$ cat config.mk
export PLATFORM = sky130hd
export DESIGN_NAME = uart_duty_pwm
export DESIGN_NICKNAME = d
export VERILOG_FILES = /design/src/rtl/uart_duty_pwm.sv
export SDC_FILE = /design/constraint.sdc
export NUM_CORES = 1
export LEC_CHECK = 0
export CORE_UTILIZATION = 59
export DETAILED_ROUTE_END_ITERATION = 7
export GPL_ROUTABILITY_DRIVEN = 0
export GPL_TIMING_DRIVEN = 0
export PLACE_DENSITY = 0.78
export REMOVE_ABC_BUFFERS = 1
export SYNTH_ARGS = -nofsm -noshare
export SYNTH_HDL_FRONTEND = slang
export SYNTH_SLANG_ARGS = --single-unit
$ cat constraint.sdc
create_clock -name CLK -period 2.1 [get_ports CLK]
set_clock_uncertainty 0.15 [all_clocks]
set_input_delay 0.63 -clock CLK [delete_from_list [all_inputs] [get_ports CLK]]
set_output_delay 0.63 -clock CLK [all_outputs]
set_load 0.05 [all_outputs]
$ cat src/rtl/uart_duty_pwm.sv
// UART-commanded PWM: an 8N1 receiver feeds a 3-byte frame parser (0xA5, D, ~D)
// whose accepted duty value is applied to a free-running 255-step PWM at period wrap.
module uart_duty_pwm #(
  parameter int CLK_DIV = 434,
  parameter int PWM_PRE = 8
) (
  input  logic       CLK,
  input  logic       RST,
  input  logic       RX,
  output logic       PWM_Val,
  output logic [7:0] Duty,
  output logic       Cmd_Valid,
  output logic       Frame_Err
);

  localparam int DIV_W = $clog2(CLK_DIV);
  localparam int PRE_W = (PWM_PRE > 1) ? $clog2(PWM_PRE) : 1;
  localparam logic [DIV_W-1:0] HALF_M1 = DIV_W'(CLK_DIV / 2 - 1);
  localparam logic [DIV_W-1:0] FULL_M1 = DIV_W'(CLK_DIV - 1);
  localparam logic [PRE_W-1:0] PRE_M1  = PRE_W'(PWM_PRE - 1);

  typedef enum logic [1:0] {RX_IDLE, RX_START, RX_DATA, RX_STOP} rx_state_t;
  typedef enum logic [1:0] {P_HDR, P_DUTY, P_CHK} prs_state_t;

  logic             r_rx_meta, r_rxs, r_rxs_d;
  rx_state_t        r_rx_state;
  logic [DIV_W-1:0] r_clk_cnt;
  logic [2:0]       r_bit_cnt;
  logic [7:0]       r_shift, r_byte;
  logic             r_byte_stb, r_stop_err;
  prs_state_t       r_prs_state;
  logic [7:0]       r_d, r_pend_duty;
  logic             r_cmd_valid, r_frame_err;
  logic [PRE_W-1:0] r_pre;
  logic [7:0]       r_cnt, r_duty;
  logic             r_pwm;
  logic             w_tick;

  // Synchronizer resets to the idle-high line level so reset release never looks like a start edge.
  always_ff @(posedge CLK or negedge RST) begin
    if (!RST) begin
      r_rx_meta <= 1'b1;
      r_rxs     <= 1'b1;
      r_rxs_d   <= 1'b1;
    end else begin
      // NOTE: non-blocking assignments make every flop sample the pre-edge value,
      // which is what turns these three lines into a shift chain.
      r_rx_meta <= RX;
      r_rxs     <= r_rx_meta;
      r_rxs_d   <= r_rxs;
    end
  end

  always_ff @(posedge CLK or negedge RST) begin
    if (!RST) begin
      r_rx_state <= RX_IDLE;
      r_clk_cnt  <= '0;
      r_bit_cnt  <= '0;
      r_shift    <= '0;
      r_byte     <= '0;
      r_byte_stb <= 1'b0;
      r_stop_err <= 1'b0;
    end else begin
      r_byte_stb <= 1'b0;
      r_stop_err <= 1'b0;
      case (r_rx_state)
        RX_IDLE: begin
          if (r_rxs_d && !r_rxs) begin
            r_rx_state <= RX_START;
            r_clk_cnt  <= '0;
            r_bit_cnt  <= '0;
          end
        end
        RX_START: begin
          if (r_clk_cnt == HALF_M1) begin
            r_clk_cnt  <= '0;
            r_rx_state <= r_rxs ? RX_IDLE : RX_DATA;
          end else begin
            r_clk_cnt <= r_clk_cnt + 1'b1;
          end
        end
        RX_DATA: begin
          if (r_clk_cnt == FULL_M1) begin
            r_clk_cnt <= '0;
            r_shift   <= {r_rxs, r_shift[7:1]};
            r_bit_cnt <= r_bit_cnt + 1'b1;
            if (r_bit_cnt == 3'd7) r_rx_state <= RX_STOP;
          end else begin
            r_clk_cnt <= r_clk_cnt + 1'b1;
          end
        end
        RX_STOP: begin
          if (r_clk_cnt == FULL_M1) begin
            r_clk_cnt  <= '0;
            r_rx_state <= RX_IDLE;
            if (r_rxs) begin
              r_byte_stb <= 1'b1;
              r_byte     <= r_shift;
            end else begin
              r_stop_err <= 1'b1;
            end
          end else begin
            r_clk_cnt <= r_clk_cnt + 1'b1;
          end
        end
        default: r_rx_state <= RX_IDLE;
      endcase
    end
  end

  // A stop-bit error reaches Frame_Err through the same register as a checksum error,
  // so the two error sources can never double-pulse and never overlap Cmd_Valid.
  always_ff @(posedge CLK or negedge RST) begin
    if (!RST) begin
      r_prs_state <= P_HDR;
      r_d         <= '0;
      r_pend_duty <= '0;
      r_cmd_valid <= 1'b0;
      r_frame_err <= 1'b0;
    end else begin
      r_cmd_valid <= 1'b0;
      r_frame_err <= r_stop_err;
      if (r_stop_err) begin
        r_prs_state <= P_HDR;
      end else if (r_byte_stb) begin
        case (r_prs_state)
          P_HDR:  if (r_byte == 8'hA5) r_prs_state <= P_DUTY;
          P_DUTY: begin
            r_d         <= r_byte;
            r_prs_state <= P_CHK;
          end
          P_CHK: begin
            if (r_byte == ~r_d) begin
              r_pend_duty <= r_d;
              r_cmd_valid <= 1'b1;
            end else begin
              r_frame_err <= 1'b1;
            end
            r_prs_state <= P_HDR;
          end
          default: r_prs_state <= P_HDR;
        endcase
      end
    end
  end

  assign w_tick = (r_pre == PRE_M1);

  always_ff @(posedge CLK or negedge RST) begin
    if (!RST) begin
      r_pre  <= '0;
      r_cnt  <= '0;
      r_duty <= '0;
      r_pwm  <= 1'b0;
    end else begin
      r_pwm <= (r_cnt < r_duty);
      r_pre <= w_tick ? '0 : r_pre + PRE_W'(1);
      if (w_tick) begin
        // Duty only moves at the period boundary so no PWM pulse is ever truncated.
        if (r_cnt == 8'd254) begin
          r_cnt  <= '0;
          r_duty <= r_pend_duty;
        end else begin
          r_cnt <= r_cnt + 8'd1;
        end
      end
    end
  end

  assign PWM_Val   = r_pwm;
  assign Duty      = r_duty;
  assign Cmd_Valid = r_cmd_valid;
  assign Frame_Err = r_frame_err;

endmodule

==> impl_metrics.ini <==
[setup_path]
critPathKind = flop to primary output
cpMaxStageDelayCell = dlygate4sd2_1
path_max_fanout = 3
critical_path.top_delay_family = buffers and inverters
end_kind = primary output
cp.required_ps = 1320
critPathArrivalTime_ps = 1250
cp_slowest_stage_delay_ps = 530
crit_buf_inv = 1
cp-start-kind = flop
path_cells = dlygate4sd2_1

[detailed_routing]
firstDrtPassIters = 4
vias = 2285
vias_per_cell = 5.68
wl_microns = 6070
drt_iter0_drc = 53
wire_per_inst_microns = 15.1
post-route-drc-count = 0
antenna_left = 0

[cts]
clockBufferDepth = 2
cts.clk_slew.worst_paths_ps = 80
cts-hold-fix-buffers = 0
cts_buffers = 9
cts_num_sinks = 75
clkLatencyLatePin_ps = 340
clockRootBuffer = clkbuf_8
cts_tree = done
cts-htree-levels = 3

[power_and_ir_drop]
p_leak_uw = 0.00198
swShare_pct = 24.2
intPower_uw = 2270
fin_total_pwr_uw = 2990
clockPowerShare_pct = 39.4
comb_power_share_pct = 8.6
p_seq_share_pct = 51.9
power.ir.vdd_worst_uv = 446
pwr_density_cell_mw_per_mm2 = 731
switchingPower_uw = 725

[yosys]
synth-xor-area-share_pct = 3.16
synth-async-reset-ratio_pct = 100
synth_area_per_cell_sq_um = 12.1
synth_top_area_cell = dfrtp_1
synth_compound_area_share_pct = 6.99
synth-main-ff-cell = dfrtp_1
synth_top_family_by_area = simple AND/OR/NAND/NOR gates
yosysSeqAreaShare_pct = 52.3
synthDistinctLibCells = 55
ys_ff_latch = 75
synth-edff-count = 0
netlist_top_cells_area = dfrtp_1 50%, mux2_2 12%, ha_1 5.6%
synth_top_cell_area_share_pct = 50.1
synthMuxAreaShare_pct = 14.3
yosys.area_share.adder_pct = 5.56
synthSimpleGateAreaFrac_pct = 15.1
yosysWarnings = 0
synth_cells = 298
netlist_area_sq_mm = 0.00360

[finish]
layout_common_cells = 71 x dfrtp_1, 38 x mux2_2, 25 x nand2_1
diodes = 0
layout_commonest_cell = dfrtp_1
drive_above_1_share_pct = 25.7
num-nets-final = 341
n_fill_cell = 426
fin_area_sq_mm = 0.00410
syn2layout_area_growth_pct = 13.8

[grt]
grt_pass1_wl_microns = 10300
grtUsageTotal_pct = 21.2
grt_overflow_total = 0
grt_start_max_net_pins = 51
antenna_found_initial = 0
grt_pass1_vias = 2202

[sta]
fin_crit_sh_pct = 96.6
max_freq_mhz = 493
slew_viol_final = 0
grt_setup_unrepaired = false
relSlewSlack_pct = 60.1
setup_viol = 0
period_minus_slack_ps = 2030
worst_pin_slew_ps = 595
hold_viol = 0

[run_status]
status = complete, no violations

[die]
core-area_sq_mm = 0.00589
fp.dieH_microns = 80.1
num_io_pins = 14
initial_core_util_pct = 61.1
rows = 28
die-area_sq_mm = 0.00642
die_width_microns = 80.1

[placement]
place_area_sq_mm = 0.00382
hpwl_microns = 4110
port_buffers = 13

[min_path]
hp-class = input port to asynchronous set/reset pin

[flow_run]
drv_cap = 0
[registers in the layout, summed over array words and instances (netlist names), 2 cells and up, named ones only]
register	cells
r_clk_cnt	9
r_d	8
r_pre	3
r_bit_cnt	3
r_pend_duty	8
r_prs_state	2
Duty	8
r_shift	8
r_cnt	8
r_byte	8
[metal layers]
metal | vias up | part of all wire (%) | global-route usage [%]
met1 | 1150 | 47 | 27.7
met4 | 0 | 1.2 | 7.50
met3 | 7 | 2.5 | 4.77
met5 | - | 0 | 0
li1 | 1099 | - | -
met2 | 29 | 50 | 34.8
[power by group through the flow]
| stage | registers (uW) | clock network (uW) | logic [uW] |
|---|---|---|---|
| after global placement | 1580 | 0 | 242 |
| after global routing | 1560 | 1270 | 300 |
| after floorplan | 1570 | 0 | 177 |
| after detailed placement | 1580 | 0 | 256 |
| final | 1550 | 1180 | 259 |
| after CTS | 1550 | 1210 | 257 |
[metrics by stage]
| stage | TNS [ps] | util, % | instances | hold slack, ps | worst slack [ps] |
|---|---|---|---|---|---|
| after CTS | 0 | 68.8 | 399 | 47.1 | 39.5 |
| after global routing | 0 | 69.6 | 402 | 48.8 | 14.0 |
| after detailed placement | -3300 | 64.9 | 381 | 199 | -248 |
| after global placement | -170810 | 64.3 | 380 | 196 | -2250 |
| after floorplan | 0 | - | 292 | 184 | 90.0 |
| final | 0 | 69.6 | 402 | 47.3 | 70.8 |
[timing repair]
item	in CTS	in global routing
setup buffers	2	3
setup endpoints to repair	32	24
pin swaps	1	3
gates resized for setup	13	6
[synthesized netlist by cell type, drive strengths merged (2+ instances only)]
| cell type | instances |
|---|---|
| nand2b | 5 |
| inv | 16 |
| nor3 | 10 |
| o21ai | 15 |
| a21oi | 6 |
| nor2b | 2 |
| buf | 4 |
| mux2i | 3 |
| a21o | 2 |
| dfrtp | 72 |
| nand3 | 8 |
| nand3b | 3 |
| ha | 16 |
| nor2 | 17 |
| o211ai | 4 |
| a31oi | 2 |
| and3 | 2 |
| clkbuf | 2 |
| dfstp | 3 |
| xnor2 | 12 |
| nand2 | 25 |
| nor4 | 3 |
| and4bb | 2 |
| nor4bb | 2 |
| mux2 | 42 |
| nand4 | 5 |
[worst paths after layout]
kind,startpoint,to,slack (ps),depth (start not counted)
worst max-delay path,Duty[4],Duty[4],70,1
worst min-delay path,RST,r_prs_state[1],50,1
worst max register to register,r_clk_cnt[1],r_rx_state[0],140,6
worst min register to register,r_rx_meta,r_rxs,210,0
max in group asynchronous,RST,r_rxs,1140,2
min in group CLK,r_rx_meta,r_rxs,210,0
[layout make-up]
type	instances	area, sq um	area share, %
multi-input cells	201	1650	40.4
well taps	75	93.8	2.29
repair buffers	19	184	4.49
clock inverters	3	43.8	1.07
flip-flops and latches	75	1880	45.9
clock buffers	13	179	4.37
inverters	16	60.1	1.47
[worst register-to-register path: cells and delay by family, from the launching register on]
family / cells / cell delay, ps
muxes: 1 / 320
buffers and inverters: 1 / 90
AOI/OAI and AO/OA: 1 / 230
and+or+nand+nor: 2 / 490
DFF: 1 / 410
adders and majority gates: 1 / 160
[logic make-up after synthesis]
group,count (synthesis)
AO/OA/AOI/OAI,38
XOR/XNOR,13
adder cells (fa/ha/maj),16
buffers and inverters,22
flip-flops,75
multiplexers,45
AND/OR/NAND/NOR,89
No activity file was read; power rests on OpenSTA's default activity.
